### src/rtl/xeng_corr_apply.sv
// ---------------------------------------------------------------------------
// xeng_corr_apply
//   Applies component-tracker offset corrections to X-engine accumulator
//   words. Each correction entry carries signed re/im terms for the four
//   polarisation products {xx,xy,yx,yy}. The entries are buffered in a small
//   FIFO and consumed one per raw accumulator word. The scaled term
//   (corr <<< OFFSET_SHIFT) is subtracted so that the uint-offset products
//   become true signed visibilities. Results wrap modulo 2^XENG_WIDTH.
//
// Ports
//   clk, rst_n         clock, asynchronous active-low reset
//   sync               synchronous clear of the FIFO, pipeline, counters and
//                      flags; valid inputs in the same cycle are ignored
//   corr_vld           push a correction entry
//   corr_re, corr_im   {xx,xy,yx,yy} signed corrections, CW bits each
//   corr_last          the entry belongs to the last baseline triangle
//   corr_buf_sel       tracker buffer select for the entry
//   xeng_vld           raw accumulator word valid; pops one correction
//   xeng_re, xeng_im   {xx,xy,yx,yy} signed raw words, XENG_WIDTH bits each
//   dout_vld           corrected word valid, two cycles after xeng_vld
//   dout_re, dout_im   corrected {xx,xy,yx,yy}
//   dout_last          corr_last of the applied entry
//   dout_buf_sel       corr_buf_sel of the applied entry
//   int_cnt            completed integrations (end of last triangle seen)
//   fifo_level         number of entries held
//   err_underflow      sticky: word arrived with no correction available
//   err_overflow       sticky: a push was dropped while full
// ---------------------------------------------------------------------------
module xeng_corr_apply #(
    parameter  int BITWIDTH            = 4,
    parameter  int SERIAL_ACC_LEN_BITS = 7,
    parameter  int P_FACTOR_BITS       = 2,
    parameter  int XENG_WIDTH          = 32,
    parameter  int FIFO_DEPTH_BITS     = 4,
    localparam int CW = P_FACTOR_BITS + SERIAL_ACC_LEN_BITS + BITWIDTH + 3,
    localparam int XW = XENG_WIDTH
) (
    input  logic                       clk,
    input  logic                       rst_n,
    input  logic                       sync,
    input  logic                       corr_vld,
    input  logic [4*CW-1:0]            corr_re,
    input  logic [4*CW-1:0]            corr_im,
    input  logic                       corr_last,
    input  logic                       corr_buf_sel,
    input  logic                       xeng_vld,
    input  logic [4*XW-1:0]            xeng_re,
    input  logic [4*XW-1:0]            xeng_im,
    output logic                       dout_vld,
    output logic [4*XW-1:0]            dout_re,
    output logic [4*XW-1:0]            dout_im,
    output logic                       dout_last,
    output logic                       dout_buf_sel,
    output logic [15:0]                int_cnt,
    output logic [FIFO_DEPTH_BITS:0]   fifo_level,
    output logic                       err_underflow,
    output logic                       err_overflow
);

    localparam int DEPTH        = 1 << FIFO_DEPTH_BITS;
    localparam int OFFSET_SHIFT = BITWIDTH - 1;
    localparam int EW           = 8 * CW + 2;

    // FIFO storage and bookkeeping; entry = {last, buf_sel, re, im}
    logic [EW-1:0]              mem_q [DEPTH];
    logic [FIFO_DEPTH_BITS-1:0] wr_ptr_q, rd_ptr_q;
    logic [FIFO_DEPTH_BITS:0]   count_q, count_d;

    // Stage 0 registers: raw word plus the correction chosen for it
    logic                       s1_vld_q;
    logic [4*XW-1:0]            s1_re_q, s1_im_q;
    logic [4*CW-1:0]            s1_cre_q, s1_cim_q;
    logic                       s1_last_q, s1_bsel_q;

    // Output stage registers
    logic                       dout_vld_q, dout_last_q, dout_bsel_q;
    logic [4*XW-1:0]            dout_re_q, dout_im_q;
    logic [15:0]                int_cnt_q;
    logic                       seen_last_q;
    logic                       err_under_q, err_over_q;

    logic                       live_corr, live_xeng;
    logic                       empty, full;
    logic                       fifo_pop, bypass, push, drop, under;
    logic [EW-1:0]              in_entry, head;
    logic                       sel_last, sel_bsel;
    logic [4*CW-1:0]            sel_re, sel_im;
    logic [4*XW-1:0]            res_re_d, res_im_d;
    logic [XW-1:0]              cre_ext, cim_ext;

    always_comb begin
        live_corr = corr_vld & ~sync;
        live_xeng = xeng_vld & ~sync;
        empty     = (count_q == '0);
        full      = (count_q == (FIFO_DEPTH_BITS+1)'(DEPTH));
        fifo_pop  = live_xeng & ~empty;
        // Empty FIFO with an entry arriving alongside the word: apply it
        // directly instead of storing it.
        bypass    = live_xeng & empty & live_corr;
        push      = live_corr & ~bypass & (~full | fifo_pop);
        drop      = live_corr & full & ~live_xeng;
        under     = live_xeng & empty & ~live_corr;
        in_entry  = {corr_last, corr_buf_sel, corr_re, corr_im};
        head      = mem_q[rd_ptr_q];

        sel_last = 1'b0;
        sel_bsel = s1_bsel_q;
        sel_re   = '0;
        sel_im   = '0;
        if (fifo_pop) begin
            {sel_last, sel_bsel, sel_re, sel_im} = head;
        end else if (bypass) begin
            {sel_last, sel_bsel, sel_re, sel_im} = in_entry;
        end

        count_d = count_q;
        if (push && !fifo_pop) begin
            count_d = count_q + 1'b1;
        end else if (fifo_pop && !push) begin
            count_d = count_q - 1'b1;
        end
    end

    // Subtract the sign-extended, scaled correction per product lane
    always_comb begin
        res_re_d = '0;
        res_im_d = '0;
        cre_ext  = '0;
        cim_ext  = '0;
        for (int unsigned k = 0; k < 4; k++) begin
            cre_ext = {{(XW-CW){s1_cre_q[k*CW + CW - 1]}}, s1_cre_q[k*CW +: CW]};
            cim_ext = {{(XW-CW){s1_cim_q[k*CW + CW - 1]}}, s1_cim_q[k*CW +: CW]};
            res_re_d[k*XW +: XW] = s1_re_q[k*XW +: XW] - (cre_ext << OFFSET_SHIFT);
            res_im_d[k*XW +: XW] = s1_im_q[k*XW +: XW] - (cim_ext << OFFSET_SHIFT);
        end
    end

    // Storage array needs no reset: validity is tracked by the pointers
    always_ff @(posedge clk) begin
        if (push) begin
            mem_q[wr_ptr_q] <= in_entry;
        end
    end

    always_ff @(posedge clk or negedge rst_n) begin
        if (!rst_n) begin
            wr_ptr_q    <= '0;
            rd_ptr_q    <= '0;
            count_q     <= '0;
            s1_vld_q    <= 1'b0;
            s1_re_q     <= '0;
            s1_im_q     <= '0;
            s1_cre_q    <= '0;
            s1_cim_q    <= '0;
            s1_last_q   <= 1'b0;
            s1_bsel_q   <= 1'b0;
            dout_vld_q  <= 1'b0;
            dout_re_q   <= '0;
            dout_im_q   <= '0;
            dout_last_q <= 1'b0;
            dout_bsel_q <= 1'b0;
            int_cnt_q   <= '0;
            seen_last_q <= 1'b0;
            err_under_q <= 1'b0;
            err_over_q  <= 1'b0;
        end else if (sync) begin
            wr_ptr_q    <= '0;
            rd_ptr_q    <= '0;
            count_q     <= '0;
            s1_vld_q    <= 1'b0;
            s1_re_q     <= '0;
            s1_im_q     <= '0;
            s1_cre_q    <= '0;
            s1_cim_q    <= '0;
            s1_last_q   <= 1'b0;
            s1_bsel_q   <= 1'b0;
            dout_vld_q  <= 1'b0;
            dout_re_q   <= '0;
            dout_im_q   <= '0;
            dout_last_q <= 1'b0;
            dout_bsel_q <= 1'b0;
            int_cnt_q   <= '0;
            seen_last_q <= 1'b0;
            err_under_q <= 1'b0;
            err_over_q  <= 1'b0;
        end else begin
            if (push) begin
                wr_ptr_q <= wr_ptr_q + 1'b1;
            end
            if (fifo_pop) begin
                rd_ptr_q <= rd_ptr_q + 1'b1;
            end
            count_q <= count_d;
            if (drop) begin
                err_over_q <= 1'b1;
            end
            if (under) begin
                err_under_q <= 1'b1;
            end

            s1_vld_q <= live_xeng;
            if (live_xeng) begin
                s1_re_q   <= xeng_re;
                s1_im_q   <= xeng_im;
                s1_cre_q  <= sel_re;
                s1_cim_q  <= sel_im;
                s1_last_q <= sel_last;
                s1_bsel_q <= sel_bsel;
            end

            dout_vld_q <= s1_vld_q;
            if (s1_vld_q) begin
                dout_re_q   <= res_re_d;
                dout_im_q   <= res_im_d;
                dout_last_q <= s1_last_q;
                dout_bsel_q <= s1_bsel_q;
                // Integration ends when a last-triangle word is followed by
                // a non-last word; count it as that word is emitted.
                if (seen_last_q && !s1_last_q) begin
                    int_cnt_q <= int_cnt_q + 16'd1;
                end
                seen_last_q <= s1_last_q;
            end
        end
    end

    assign dout_vld      = dout_vld_q;
    assign dout_re       = dout_re_q;
    assign dout_im       = dout_im_q;
    assign dout_last     = dout_last_q;
    assign dout_buf_sel  = dout_bsel_q;
    assign int_cnt       = int_cnt_q;
    assign fifo_level    = count_q;
    assign err_underflow = err_under_q;
    assign err_overflow  = err_over_q;

endmodule
### config.mk
export PLATFORM = sky130hd
export DESIGN_NAME = xeng_corr_apply
export DESIGN_NICKNAME = d
export VERILOG_FILES = /design/src/rtl/xeng_corr_apply.sv
export SDC_FILE = /design/constraint.sdc
export NUM_CORES = 2
export LEC_CHECK = 0
export CAP_MARGIN = 25
export CORE_MARGIN = 5
export CORE_UTILIZATION = 54
export CTS_CLUSTER_SIZE = 12
export DETAILED_ROUTE_END_ITERATION = 6
export PLACE_DENSITY_LB_ADDON = 0.25
export SYNTH_ARGS = -nofsm -noshare
export SYNTH_HDL_FRONTEND = slang
export SYNTH_SLANG_ARGS = --single-unit
### constraint.sdc
create_clock -name clk -period 5.2 [get_ports clk]
set_input_delay 1.04 -clock clk [delete_from_list [all_inputs] [get_ports clk]]
set_output_delay 1.04 -clock clk [all_outputs]
set_load 0.02 [all_outputs]
==> results.md <==
* Nets at 8,220
* EDFF count, synth at 2,080
* Flop pwr share at 0.430
* DRT antenna net count at 0
* Normalized max-slew margin at 0.265
* Async S/R FF share, synth at 0.246
* Die Span X at 473 um
* Hold WS at 0.140 ns
* TNS Setup at 0 ns
* MaxCap Viol Count at 0
* Kind of end point of the critical path: flop
* GPL Wtd Cong at 0.890
* PD cells at 435 mW/mm^2
* DR DRC count at 0
* Status: complete, no violations
* Reg area at 0.0794 mm^2
* Largest net degree at the start of global routing at 144
* Post-synth top cells: 2,080 x edfxtp_1, 677 x dfrtp_1, 649 x mux4_2, 558 x nor2_1, 372 x mux2i_1
* Crit Path Max Fanout at 3
* Ys flop type: edfxtp_1
* Initial DRC count at about 8k
* Crit path kind: reg2reg
* Top cell type's share of synthesized area at 0.540
* Synth cell types at 88
* Synth-to-Final Area Change at 17.9%
* Share of layout cells above drive strength 1 at 0.161
* Multi-input gate area at about 0.034 mm^2
* Fmax achieved at 257 MHz
* Row cnt at 170
* CTS root buf: clkbuf_16
* Routed wire length at 327,000 um
* Stages on the worst setup path at 15
* Syn. warnings at 0
* CTS tree: done
* Hold_buf cts at 0
* Final hold violations at 0
* Post-synthesis sequential area ratio at 0.686
* Sw frac at 0.278
* Worst Path Arrival at roughly 4.7 ns
* Io pins at 673
* Post CTS Setup Buffer Count at 0
* WP data required at 5.99 ns
* WP buf/inv at 2
* Avg Synthesized Cell Area at between 15 and 20 um^2
* Fill count at 14.8k
* CP max stage delay at 0.61 ns
* Fin crit period at roughly 4 ns
* Cells after Synth at 6,771
* Count leader, synth: edfxtp_1
* Reg clk slew, reported paths at 0.06 ns
* Via-to-Cell Ratio at 6.25
* Global-route wire length before repair at about 480,000 um
* Clk sinks at between 2k and 3k
* Slew Limit Fails at 0
* Post-DP Area at 0.127 mm^2
* Syn nets at 7,405
* Final setup viols at 0
* Core area at 0.214 mm^2
* GRT Util Overall at 0.291
* Clock Latency Late Sink at 0.93 ns
* Die ar. at 0.224 mm^2
* Gate family responsible for the most delay along the worst path: compound AO/OA/AOI/OAI gates
* Leakage Power at 49.6 nW
* Die outline height at 473 um
* Switching power at 16.5 mW
* FF+latch count, synth at 2,757
* CTS buffer count at 304
* H-tree depth at 5
* Largest cells by area after synthesis: edfxtp_1 54%, dfrtp_1 15%, mux4_2 13%
* Slew @ Worst Pin at 1.10 ns
* Port Buffers at ~670
* Yosys top cell by area: edfxtp_1
* Worst setup path start: s1_re_q[99]
* Skew final at 0.0595 ns
* Initial Util at 0.541
* Worst VDD drop at between 0.0003 and 0.0004 V
* Internal power at between 40 and 50 mW
* Unrepaired setup endpoints after global routing: no
* Number of antenna violations at the first check in global routing at 61
* Vias in the first global route at 67.9k
* Drt first pass iters at 7
* Clk pwr share at 0.343
* Post-route cell area at 0.136 mm^2
* CTS resizes at 0
* Mapped Area at 0.116 mm^2
* R2R Path Start: s1_re_q[99]
* Via count at around 67k
* Worst reg2reg path depth at 15
* GRT overflow at 0
* Final Cycle Share at 0.749
* Avg WL per Cell at around 31 um
* Clock tree buffer depth at 4
* Comb power frac at 0.227
* Crit path launch type: flop
* Slowest cell on the critical path: a21oi_1
* CP Cell Sequence: inv_1 -> ha_1 -> inv_1 -> fa_1 -> a211oi_2 -> o211ai_1 -> a21oi_1 -> o21ai_2 -> a31oi_4 -> o21ai_2 -> and2_1 -> a311o_1 -> a21oi_2 -> xor2_1 -> o21ai_1
* DP Wirelength at 205,000 um
* HP Class: in2async
## placed cells by master, fill, tap and decap left out, drive strengths merged, types with 20 or more instances in the layout
cell and instances:
a222oi 129, nand2b 34, nor2 558, xnor2 129, dfrtp 677, mux2i 372, xor2 88, nand2 202
nor3 38, inv 314, a21o 116, a21oi 239, mux4 649, diode 31, and3 20, edfxtp 2080
clkdlybuf4s50 669, a31oi 20, a211oi 41, and2 25, clkinv 50, nand4 24, nor2b 37, buf 170
clkbuf 465, o21ai 168, o21bai 28, o21a 23, ha 234, nand3 43
## per-stage QoR
stage	total power, mW	setup WS, ns	cells	util
after detailed placement	39.4	0.971	10118	0.594
final	59.3	1.31	10683	0.637
after global placement	39.2	1.02	10117	0.594
after CTS	59.6	1.32	10652	0.637
after floorplan	34.6	0.921	6771	-
after global routing	61.7	1.10	10671	0.637
## layer usage
metal	up-vias	GRT usage	wire length, um
met2	3315	0.469	158000
met4	46	0.115	14100
met1	34579	0.396	125000
li1	28152	-	-
met5	-	0	319
met3	624	0.0604	28900
## sequential cells by signal (all words and copies together) (netlist names), 16 cells and up
register	cells
dout_re	128
s1_im_q	128
s1_cre_q	64
s1_re_q	128
dout_im	128
int_cnt	16
mem_q	2080
s1_cim_q	64
## cell type report
| class | instances | area share |
|---|---|---|
| Antenna cell | 31 | 0.000569 |
| Clock buffer | 465 | 0.0633 |
| Clock inverter | 69 | 0.00458 |
| Inverter | 309 | 0.00852 |
| Multi-Input combinational cell | 3375 | 0.249 |
| Sequential cell | 2757 | 0.582 |
| Tap cell | 2838 | 0.0260 |
| Timing Repair Buffer | 839 | 0.0663 |
## cells by family after synthesis
group / count (synthesis) / synth area share
DFF: 2757 / 0.686
and+or+nand+nor: 1032 / 0.0390
muxes: 1022 / 0.159
AOI/OAI and AO/OA: 861 / 0.0514
buffers and inverters: 639 / 0.0214
adders and majority gates: 243 / 0.0269
xor gates and xnor gates: 217 / 0.0164
## final timing paths
kind / slack (ns) / to
max: 1.31 / dout_re[125]
min: 0.14 / s1_cim_q[22]
max reg2reg: 1.31 / dout_re[125]
min reg2reg: 0.47 / dout_im[122]
max in group asynchronous: 3.66 / s1_re_q[5]
min in group clk: 0.47 / dout_im[122]
## power by group through the flow
| stage | sequential (mW) | combinational [mW] | clock [mW] |
|---|---|---|---|
| floorplan | 25.9 | 8.66 | 0 |
| global placement | 26.0 | 13.2 | 0 |
| detailed placement | 25.9 | 13.4 | 0 |
| CTS | 25.5 | 13.5 | 20.6 |
| global route | 25.6 | 14.5 | 21.6 |
| finish | 25.5 | 13.5 | 20.3 |
Power figures use the tool's default switching activity.
